===== src/rtl/seq_mult_shift_add.sv =====
// seq_mult_shift_add
// Iterative unsigned shift-and-add multiplier. One multiplier bit is retired per
// clock. A WIDTH-bit add with carry-out feeds a right shift of the {hi, lo}
// accumulator, so the full 2*WIDTH-bit product is formed without overflow.
// A product takes exactly WIDTH CALC cycles, whatever the operand values.
//
// Ports
//   clk        in   1        rising-edge clock
//   rst_n      in   1        asynchronous active-low reset
//   in_valid   in   1        a/b operand pair valid
//   in_ready   out  1        operands accepted (IDLE only)
//   a          in   WIDTH    multiplicand, unsigned
//   b          in   WIDTH    multiplier, unsigned
//   out_valid  out  1        product valid (DONE only)
//   out_ready  in   1        downstream takes the product
//   product    out  2*WIDTH  a*b, registered
//   busy       out  1        high in CALC and DONE
module seq_mult_shift_add #(
    parameter int unsigned WIDTH = 32
) (
    input  logic               clk,
    input  logic               rst_n,
    input  logic               in_valid,
    output logic               in_ready,
    input  logic [WIDTH-1:0]   a,
    input  logic [WIDTH-1:0]   b,
    output logic               out_valid,
    input  logic               out_ready,
    output logic [2*WIDTH-1:0] product,
    output logic               busy
);

    localparam int unsigned     CntW    = $clog2(WIDTH);
    localparam logic [CntW-1:0] CntLast = CntW'(WIDTH - 1);

    typedef enum logic [1:0] {StIdle, StCalc, StDone} state_e;

    state_e             state_q, state_d;
    logic [WIDTH-1:0]   m_q, m_d;
    logic [WIDTH-1:0]   hi_q, hi_d;
    logic [WIDTH-1:0]   lo_q, lo_d;
    logic [CntW-1:0]    cnt_q, cnt_d;
    logic [2*WIDTH-1:0] product_q, product_d;

    logic [WIDTH-1:0]   addend;
    logic [WIDTH:0]     sum;  // {carry-out, sum}
    logic               accept;
    logic               step;
    logic               last_step;

    assign accept    = (state_q == StIdle) && in_valid;
    assign step      = (state_q == StCalc);
    assign last_step = step && (cnt_q == CntLast);

    assign addend = lo_q[0] ? m_q : '0;
    assign sum    = {1'b0, hi_q} + {1'b0, addend};

    // State register
    always_ff @(posedge clk or negedge rst_n) begin
        if (!rst_n) begin
            state_q <= StIdle;
        end else begin
            state_q <= state_d;
        end
    end

    // Next-state logic
    always_comb begin
        state_d = state_q;
        unique case (state_q)
            StIdle:  if (in_valid)  state_d = StCalc;
            StCalc:  if (last_step) state_d = StDone;
            StDone:  if (out_ready) state_d = StIdle;
            default: state_d = StIdle;
        endcase
    end

    // Outputs, decoded from registered state only
    always_comb begin
        in_ready  = (state_q == StIdle);
        out_valid = (state_q == StDone);
        busy      = (state_q != StIdle);
        product   = product_q;
    end

    // Datapath next state
    always_comb begin
        m_d       = m_q;
        hi_d      = hi_q;
        lo_d      = lo_q;
        cnt_d     = cnt_q;
        product_d = product_q;
        if (accept) begin
            m_d   = a;
            hi_d  = '0;
            lo_d  = b;
            cnt_d = '0;
        end else if (step) begin
            // Shift right by one with the carry-out entering the MSB.
            hi_d      = sum[WIDTH:1];
            lo_d      = {sum[0], lo_q[WIDTH-1:1]};
            cnt_d     = cnt_q + 1'b1;
            product_d = {sum, lo_q[WIDTH-1:1]};
        end
    end

    always_ff @(posedge clk or negedge rst_n) begin
        if (!rst_n) begin
            m_q       <= '0;
            hi_q      <= '0;
            lo_q      <= '0;
            cnt_q     <= '0;
            product_q <= '0;
        end else begin
            m_q       <= m_d;
            hi_q      <= hi_d;
            lo_q      <= lo_d;
            cnt_q     <= cnt_d;
            product_q <= product_d;
        end
    end

endmodule


===== config.mk =====
export PLATFORM = sky130hd
export DESIGN_NAME = seq_mult_shift_add
export DESIGN_NICKNAME = d
export VERILOG_FILES = /design/src/rtl/seq_mult_shift_add.sv
export SDC_FILE = /design/constraint.sdc
export NUM_CORES = 1
export LEC_CHECK = 0
export CAP_MARGIN = 20
export CORE_ASPECT_RATIO = 1.1
export CORE_MARGIN = 1
export CORE_UTILIZATION = 55
export DETAILED_ROUTE_END_ITERATION = 7
export PLACE_DENSITY = 0.82
export SKIP_LAST_GASP = 1
export SYNTH_ARGS = -nofsm -noshare
export SYNTH_HDL_FRONTEND = slang
export SYNTH_SLANG_ARGS = --single-unit

===== constraint.sdc =====
create_clock -name clk -period 4.6 [get_ports clk]
set_input_delay 1.15 -clock clk [delete_from_list [all_inputs] [get_ports clk]]
set_output_delay 1.15 -clock clk [all_outputs]
set_load 0.02 [all_outputs]

# Word-level counts from Yosys, hierarchy flattened
# Index checks and enable logic that the tools add are counted.
# classes
muxes,11
reduce_logical,7
eq_ne,6
bitwise_logic,1
addsub,2
# op_table
operator,count
$mux 32,5
$add 32x32->33,1
$mux 5,2
$mux 2,3
$pmux 2 s3,1
$add 5x1->5 const B,1
$eq 5x5->1 const B,1
$ne 2x1->1 const B,2
$reduce_bool 2->1,2
$reduce_and 3->1,1
$eq 2x1->1 const B,1
$eq 2x2->1 const B,1
$logic_and 1x1->1,2
$logic_not 2->1,1
$ne 2x2->1 const B,1
$reduce_and 2->1,1
$not 1->1,1
# totals
input_bits,68
regBits,167
word_cells,33
output_inout_bits,67

# Longest topological paths before layout
# logic_depth
word_depth,4
mapped_depth,11
depth_no_buf,10

# Worst setup path before layout
# Ideal clock, no wire load.
# synth_timing
path_kind,flip-flop to flip-flop
from,register lo_q[0]
to,register hi_q[29]
path_stages_with_launch,12
period_less_slack_ps,2724
arrival_time_ps,2587
slack_ps,1876
n_path_buf,2
path_cell_list,dfrtp_1 clkbuf_1 and2_1 ha_1 buf_2 a21o_1 o21bai_1 a41o_1 a221oi_2 mux2_1 a41oi_1 o211ai_1
# synth_between
elab_chain_cells,4
# synth_lines
element,line_no,rtl
start: declaration,41,"logic [WIDTH-1:0] lo_q, lo_d;"
start signal: assignment,117,lo_q <= lo_d;
$mux 32,55,assign addend = lo_q[0] ? m_q : '0;
$add 32x32->33,56,"assign sum = {1'b0, hi_q} + {1'b0, addend};"
$mux 32,98,end else if (step) begin
$mux 32,93,if (accept) begin
end signal: assignment,116,hi_q <= hi_d;
end: declaration,40,"logic [WIDTH-1:0] hi_q, hi_d;"
# No other way between the ends. The select of a mux whose other input is x is not followed.
# A chain may end at the register's enable or synchronous reset.

# Worst setup path in the final report
# Same ends and word-level chain as after synthesis.

==> out/results.txt <==
Starting DRT DRC Count = 456
Max Clock Skew = 0.00683 ns
die width = 120 microns
layout cell share with drive strength beyond 1 = 4.59%
pre-CTS setup slack = 0.997 ns
diodes inserted = 0
Critical Path AT = 3.94 ns
Worst EP required = 4.90 ns
Port Buffer Count = 134
area of the die = 15900 sq um
final setup margin = 0.957 ns
kind of critical path = register to register
Fill cells = 1207
worst hold path class = register to register
Fmax = 275 MHz
Synth area leader = dfrtp_1
minimum clock period after layout = 3.64 ns
Synth cell types = 55
post-DP HPWL = 13.5 mm
hold slack = 0.474 ns
Area Growth Syn to Fin = 24.4%
Clock transition at path regs = 0.07 ns
CTS Sinks = 167
Design Area, Final = 10500 sq um
CTS tree = done
Initial Utilization = 56.2%
slew of the pin with the lowest slew margin = 0.951 ns
setup TNS = 0 ns
via count = 7307
CTS buffer count = 17
clk_lat worst skew = 0.43 ns
CP max FO = 33
Post-CTS Setup Bufs = 0
Wirelength per Cell = 16.1 microns
Warnings, synthesis = 0
Die H = 132 microns
maximum capacitance violations = 0
Post-synth EDFFs = 0
dominant cell by count in the synthesized netlist = nand2_1
crit path buf inv count = 0
RSZ-0062 raised after global routing = no
Synthesized Nets = 1096
DP Area = 9910 sq um
DRC viols = 0
FFs w/ async S/R, synth = 100%
Critical Path Sink Type = register
largest cells by area after synthesis = dfrtp_1 (49%), nand2_1 (16%), ha_1 (5.0%), a31oi_1 (3.0%), nor2_1 (3.0%)
cell area after synthesis = 8460 sq um
cell count after synthesis = 993
critical path's slowest cell = dfrtp_1
vias in the first global route = 7302
CP cell instances = and2_1, ha_1, fa_1, a21o_1, nand4_1, a31oi_1, a22o_1, a21oi_2, a41oi_1, o211ai_1
pins over their slew limit = 0
Std-Cell Rows = 47
Final period util = 79.2%
cell family with most CP delay = compound AO/OA/AOI/OAI gates
H-tree Lvls = 4
largest stage delay on the critical path = 0.97 ns
first-pass GRT wire length = 35.0 mm
aggregate routed wire length = 21.0 mm
Post-synth top cells = nand2_1 (358), dfrtp_1 (167), nor2_1 (67)
peak supply drop = 0.000405 V
Final Hold Fails = 0
initial antenna violation count = 0
total track usage = 27.8%
CTS Hold Bufs = 0
top-area cell type share of the netlist area = 49.4%
grt ovf = 0
# setup viols final = 0
drt pass-1 iters = 7
post-synthesis sequential area ratio = 49.4%
status = finished clean
Seq. cell area = 4180 sq um
Nets = 1202
largest net degree at the start of global routing = 100
Pwr Density = 814 nW/um^2
root buffer cell = clkbuf_16
post-CTS resize count = 0
I/O Pins = 135
routability cong. = 0.926
syn avg cell area = 8.52 sq um
Leak Pwr = 5.04 nW
crit path launch type = register
Max clock buf depth = 2
FF+latch count, synth = 167
multi-input logic area = 4060 sq um
Synth Flop Type = dfrtp_1
power consumption = 8.57 mW
core area = 15100 sq um
DRT antenna net count = 0
worst rel slew slack = 36.6%
drt via density = 5.59
-- registers in the layout (all words and copies together), names as in the netlist --
name / count
product: 64
hi_q: 32
state_q: 2
cnt_q: 5
m_q: 32
lo_q: 32
-- stage by stage --
step                      util (%)  std cells
after floorplan                  -        993
after global placement        65.8       1275
after detailed placement      65.8       1275
after CTS                     69.7       1307
after global routing          69.9       1308
final                         69.9       1308
-- worst register-to-register path: stages, from the launching register on --
cell and delay (ns):
dfrtp_1 0.97, and2_1 0.25, ha_1 0.19, fa_1 0.23, a21o_1 0.15, nand4_1 0.14
a31oi_1 0.39, a22o_1 0.55, a21oi_2 0.20, a41oi_1 0.31, o211ai_1 0.14
-- cells in the final DEF (no fill, tap or decap), types with 3 or more instances in the layout --
cell type and n:
nand2_1 357, dfrtp_1 167, clkdlybuf4s50_1 133, nor2_1 66, a31oi_1 41, and2_1 39, a21oi_1 39, o21ai_0 36
ha_1 34, clkbuf_16 17, a21o_1 13, and3_1 12, nor3_1 12, xor2_1 12, inv_1 10, nand3_1 9
mux2i_1 9, o211ai_1 8, o21ai_1 6, nand4_1 5, xnor2_1 5, inv_6 5, o21a_1 4, a22o_1 4
o21bai_1 4, a211oi_1 4, clkinv_4 4, buf_4 4, nor2b_1 3, a21boi_1 3
-- kinds of logic after synthesis --
family                     Yosys count  synth area share (%)
muxes                               12                  1.51
and+or+nand+nor                    516                  25.3
AOI/OAI and AO/OA                  183                  13.8
adders and majority gates           35                  5.26
buffers and inverters               63                  2.96
xor gates and xnor gates            17                  1.76
DFF                                167                  49.4
-- routing by layer --
| metal | track usage (%) | vias to the layer above | wire [microns] |
|---|---|---|---|
| met5 | 0 | - | 0 |
| met4 | 10.4 | 0 | 459 |
| met3 | 6.53 | 33 | 1250 |
| met2 | 45.4 | 211 | 10100 |
| met1 | 36.0 | 3523 | 9230 |
| li1 | - | 3540 | - |
-- where the power goes --
| group | switching, mW | leakage [nW] | total, mW | internal, mW |
|---|---|---|---|---|
| registers | 0.484 | 2.02 | 2.73 | 2.24 |
| logic | 2.59 | 2.74 | 4.42 | 1.83 |
| clock network | 0.630 | 0.283 | 1.42 | 0.790 |
| total | 3.71 | 5.04 | 8.57 | 4.87 |
-- worst paths after layout --
path / from / endpoint / slack (ns) / cells after the start
max: lo_q[0] / hi_q[29] / 0.96 / 10
min: product[39] / product[39] / 0.47 / 2
max reg2reg: lo_q[0] / hi_q[29] / 0.96 / 10
min reg2reg: product[39] / product[39] / 0.47 / 2
max in group asynchronous: rst_n / product[20] / 2.91 / 2
min in group asynchronous: rst_n / m_q[15] / 0.81 / 1
-- area by class of cell --
| class | count | share of cell area, % |
|---|---|---|
| Clock buffer | 19 | 4.30 |
| Inverter | 10 | 0.357 |
| Timing Repair Buffer | 140 | 13.5 |
| Clock inverter | 13 | 1.28 |
| Tap cell | 196 | 2.33 |
| Sequential cell | 167 | 39.7 |
| Multi-Input combinational cell | 763 | 38.5 |
(Power assumes the default switching activity.)
